[config.mk]
export PLATFORM = sky130hd
export DESIGN_NAME = pipe_stage_reg_flat
export DESIGN_NICKNAME = d
export VERILOG_FILES = /design/src/rtl/pipe_stage_reg_if.sv /design/src/rtl/pipe_stage_reg.sv /design/src/flat_wrapper.sv
export SDC_FILE = /design/constraint.sdc
export NUM_CORES = 1
export LEC_CHECK = 0
export ABC_AREA = 1
export CORE_MARGIN = 2
export CORE_UTILIZATION = 50
export DETAILED_ROUTE_END_ITERATION = 10
export HOLD_SLACK_MARGIN = 0.1
export PLACE_DENSITY = 0.76
export REMOVE_ABC_BUFFERS = 1
export SLEW_MARGIN = 25
export SYNTH_ARGS = -nofsm -noshare
export SYNTH_HDL_FRONTEND = slang
export SYNTH_SLANG_ARGS = --single-unit
[constraint.sdc]
create_clock -name clk -period 2 [get_ports clk]
set_input_delay 0.2 -clock clk [delete_from_list [all_inputs] [get_ports clk]]
set_output_delay 0.2 -clock clk [all_outputs]
set_load 0.02 [all_outputs]
[src/rtl/pipe_stage_reg_if.sv]
// Valid/ready/data bundle joining adjacent pipeline stages.
// The producer uses the master modport; the consumer uses the slave modport.
interface pipe_stage_reg_if #(
  parameter int DATA_W = 32
) ();
  logic              valid;
  logic              ready;
  logic [DATA_W-1:0] data;

  modport master (output valid, output data, input ready);
  modport slave  (input valid, input data, output ready);
endinterface

[src/rtl/pipe_stage_reg.sv]
// Inter-stage pipeline register with a 2-entry skid buffer and synchronous flush.
// Every output is a flop: head register, valid, ready and occupancy.
module pipe_stage_reg #(
  parameter int                DATA_W     = 32,
  parameter logic [DATA_W-1:0] BUBBLE_VAL = '0
) (
  input  logic                    clk,
  input  logic                    reset,
  input  logic                    flush,
  pipe_stage_reg_if.slave         in_bus,
  pipe_stage_reg_if.master        out_bus,
  output logic [1:0]              occupancy
);

  typedef enum logic [1:0] {
    EMPTY = 2'd0,
    ONE   = 2'd1,
    FULL  = 2'd2
  } state_t;

  state_t            r_state;
  state_t            w_state_nxt;
  logic [DATA_W-1:0] r_head;
  logic [DATA_W-1:0] r_skid;
  logic [DATA_W-1:0] w_head_nxt;
  logic [DATA_W-1:0] w_skid_nxt;
  logic              r_in_ready;
  logic              r_out_valid;
  logic [1:0]        r_occ;
  logic              w_acc;
  logic              w_pop;

  assign w_acc = in_bus.valid && r_in_ready;
  assign w_pop = r_out_valid && out_bus.ready;

  always_comb begin
    w_state_nxt = r_state;
    w_head_nxt  = r_head;
    w_skid_nxt  = r_skid;
    case (r_state)
      EMPTY: begin
        if (w_acc) begin
          w_head_nxt  = in_bus.data;
          w_state_nxt = ONE;
        end
      end
      ONE: begin
        if (w_acc && w_pop) begin
          w_head_nxt = in_bus.data;
        end else if (w_acc) begin
          w_skid_nxt  = in_bus.data;
          w_state_nxt = FULL;
        end else if (w_pop) begin
          w_head_nxt  = BUBBLE_VAL;
          w_state_nxt = EMPTY;
        end
      end
      FULL: begin
        if (w_pop) begin
          w_head_nxt  = r_skid;
          w_skid_nxt  = BUBBLE_VAL;
          w_state_nxt = ONE;
        end
      end
      default: begin
        w_head_nxt  = BUBBLE_VAL;
        w_skid_nxt  = BUBBLE_VAL;
        w_state_nxt = EMPTY;
      end
    endcase
    // Flush wins over any accept; a same-cycle pop was already sampled downstream.
    if (flush) begin
      w_head_nxt  = BUBBLE_VAL;
      w_skid_nxt  = BUBBLE_VAL;
      w_state_nxt = EMPTY;
    end
  end

  // Status outputs are registered copies decoded from the next state.
  always_ff @(posedge clk) begin
    if (!reset) begin
      r_state     <= EMPTY;
      r_head      <= BUBBLE_VAL;
      r_skid      <= BUBBLE_VAL;
      r_in_ready  <= 1'b1;
      r_out_valid <= 1'b0;
      r_occ       <= 2'd0;
    end else begin
      r_state     <= w_state_nxt;
      r_head      <= w_head_nxt;
      r_skid      <= w_skid_nxt;
      r_in_ready  <= (w_state_nxt != FULL);
      r_out_valid <= (w_state_nxt != EMPTY);
      r_occ       <= w_state_nxt;
    end
  end

  assign in_bus.ready  = r_in_ready;
  assign out_bus.valid = r_out_valid;
  assign out_bus.data  = r_head;
  assign occupancy     = r_occ;

endmodule

[src/flat_wrapper.sv]
// flat-port wrapper written by rule: the top's interface ports become plain ports
module pipe_stage_reg_flat 
#(
  parameter int                DATA_W     = 32,
  parameter logic [DATA_W-1:0] BUBBLE_VAL = '0
)
  (clk, reset, flush, occupancy, in_bus_valid, in_bus_data, in_bus_ready, out_bus_valid, out_bus_data, out_bus_ready);
  pipe_stage_reg_if #(.DATA_W(DATA_W)) in_bus_i ();
  pipe_stage_reg_if #(.DATA_W(DATA_W)) out_bus_i ();
  input  logic clk;
  input  logic reset;
  input  logic flush;
  output logic [1:0] occupancy;
  input wire logic [$bits(in_bus_i.valid)-1:0] in_bus_valid;
  input wire logic [$bits(in_bus_i.data)-1:0] in_bus_data;
  output wire logic [$bits(in_bus_i.ready)-1:0] in_bus_ready;
  output wire logic [$bits(out_bus_i.valid)-1:0] out_bus_valid;
  output wire logic [$bits(out_bus_i.data)-1:0] out_bus_data;
  input wire logic [$bits(out_bus_i.ready)-1:0] out_bus_ready;
  assign in_bus_i.valid = in_bus_valid;
  assign in_bus_i.data = in_bus_data;
  assign in_bus_ready = in_bus_i.ready;
  assign out_bus_valid = out_bus_i.valid;
  assign out_bus_data = out_bus_i.data;
  assign out_bus_i.ready = out_bus_ready;
  pipe_stage_reg #(.DATA_W(DATA_W), .BUBBLE_VAL(BUBBLE_VAL)) u_core (.clk(clk), .reset(reset), .flush(flush), .in_bus(in_bus_i), .out_bus(out_bus_i), .occupancy(occupancy));
endmodule
==> flow_summary.yaml <==
logic_synthesis:
  ys_seq_area_frac: 0.3459
  synth_seq_cells: 68
  yosysUniqueCellTypes: 15
  avgSynthCellArea_sq_um: 5.695
  yosysWarnings: 0
  synth_cells: 691
  syn_area_sq_um: 3935
setup_path:
  critical_path_class: "flip-flop to flip-flop"
  cp.arrival_ps: 2000
  reg2reg_from: "u_core.r_state[0]"
  critical_path.max_fanout: 24
  cp-end-kind: "flip-flop"
  startpoint: "u_core.r_state[0]"
  critPathLaunchType: "flip-flop"
  critPathRequiredTime_ps: 2280
  ff2ff_path_depth: 6
  reg2reg_slack_ps: 270
route:
  wl_met1_mm: 4.553
  drt_iter0_drc: 202
  wl_per_cell_um: 11.84
  top_layer_used: "met4"
  post-route-drc-count: 0
  routed-wl-met3_um: 518
  ant_nets: 0
  routed_wl_mm: 10.22
  vias: 4161
  dr.pass1.iters: 4
  routed_via_density: 4.822
  wl_met2_mm: 5.002
clocking:
  cts.path.max_buffers: 2
  h-tree-depth: 3
  cts_resized: 0
  postCtsSetupBuffers: 0
  ctsHoldBuffers: 0
  numCtsBuffers: 9
  path_clk_slew_ps: 60
  cts-root-buf: "clkbuf_8"
  cts_sinks: 68
  cts_tree: "built"
  clk_latency_ps: 350
run_status:
  status: "finished clean"
timing:
  clock_skew_ps: 8.257
  setup_tns_ps: 0
  worst_pin_slew_ps: 588.1
  hold_violations: 0
  max-slew-margin-rel: 0.6074
  min_period_ps: 1725
  rsz0062_at_grt: "false"
  finalSetupViolations: 0
  final.period_utilization: 0.8627
  fmax_mhz: 579.6
  slew_viol_final: 0
layout:
  stdcell_count: 863
  layout_commonest_cell: "nand2_1"
  finalCoreUtilization: 0.6471
  layout-drive-gt1-share: 0.05782
  syn_to_final_growth_pct: 26.42
  antenna_cells: 0
  fin_nets: 794
  mostFrequentLayoutCells: "nand2_1 (236), nor2_1 (160), inv_1 (79), clkdlybuf4s50_1 (72), dfxtp_1 (68)"
floorplanning:
  ioPinCount: 73
  start_util: 0.5119
  core-area_sq_um: 7687
  std_cell_rows: 32
  die_area_sq_um: 8596
  fp.dieW_um: 92.72
  die_h_um: 92.72
grt:
  grt_overflow: 0
  grt_max_degree: 33
  grt_pass1_wl_mm: 17.93
  grt_pass1_vias: 3988
  antenna_found_initial: 0
  track_usage: 0.2577
placement:
  hpwl_mm: 6.950
  io_buffers: 72
  gp_congestion: 0.8435
  placedCellCount: 848
power_and_ir_drop:
  ir_drop_mv: 0.2972
  p_leak_nw: 2.468
  power_w: 0.003075
  p_per_area_nw_per_um2: 618.2
worst_hold_path:
  min_path_type: "flip-flop to flip-flop"
  whs_path_depth: 2
  min_from: "u_core.r_skid[17]"
job:
  cap_violations: 0
[layout make-up]
class / count / area [sq um]
Tap cell: 102 / 127.6
Timing Repair Buffer: 95 / 905.9
Fill cell: 767 / 2713
Inverter: 82 / 307.8
Multi-Input combinational cell: 501 / 2103
Clock buffer: 13 / 158.9
Clock inverter: 2 / 10.01
Sequential cell: 68 / 1361
[through the flow]
step / hold WS [ps] / cell area (sq um) / worst slack, ps
6_report: 487.3 / 4975 / 274.7
5_1_grt: 513.6 / 4975 / 73.14
4_1_cts: 486.3 / 4975 / 273.6
3_5_place_dp: 472.9 / 4806 / 158.3
3_3_place_gp: 463.6 / 4806 / 231.7
2_1_floorplan: 435.0 / 3762 / -851.1
[sequential cells by signal, summed over array words and instances, names as in the netlist]
| name | cells |
|---|---|
| u_core.out_bus.data | 32 |
| u_core.r_skid | 32 |
| u_core.r_state | 2 |
| u_core.in_bus.ready | 1 |
| u_core.out_bus.valid | 1 |
[kinds of logic after synthesis]
kind of cell           share of synthesized area
DFF                                       0.3459
AOI/OAI and AO/OA                       0.001271
and+or+nand+nor                           0.5307
buffers and inverters                     0.1221
[synth_stat cells]
cell type    n  area share
inv_1       79       0.075
nor3_1       1      0.0013
buf_4        2      0.0038
clkbuf_1    22       0.021
nor2_2       1      0.0016
nand2_1    236        0.23
nor2_1     162        0.15
inv_2        3      0.0029
dfxtp_1     68        0.35
a21oi_1      1      0.0013
nand3b_1    32       0.061
nand3_1     66       0.084
buf_2       12       0.015
nand2_2      2      0.0032
buf_1        4      0.0038
[worst paths after layout]
| path | endpoint |
|---|---|
| min | u_core.r_skid[17] |
| min reg2reg | u_core.r_skid[17] |
| max | u_core.r_skid[7] |
| max reg2reg | u_core.r_skid[7] |
[critical path: stages, from the launching register on]
cell	delay, ps
dfxtp_1	440
inv_2	170
a21oi_1	230
nand2_2	170
nand2_2	440
nor2_1	80
nor2_1	130
[where the power goes]
group	internal [W]	total [W]	switching, W
registers	0.00140	0.00142	0.0000221
logic	0.000275	0.000643	0.000368
clock network	0.000508	0.00101	0.000504
total	0.00218	0.00308	0.000894
[layer usage]
metal / global-route usage / vias up
li1: - / 2194
met1: 0.3142 / 1859
met2: 0.4562 / 98
met3: 0.03662 / 10
met4: 0.1042 / 0
met5: 0 / -
(Power assumes the default switching activity.)
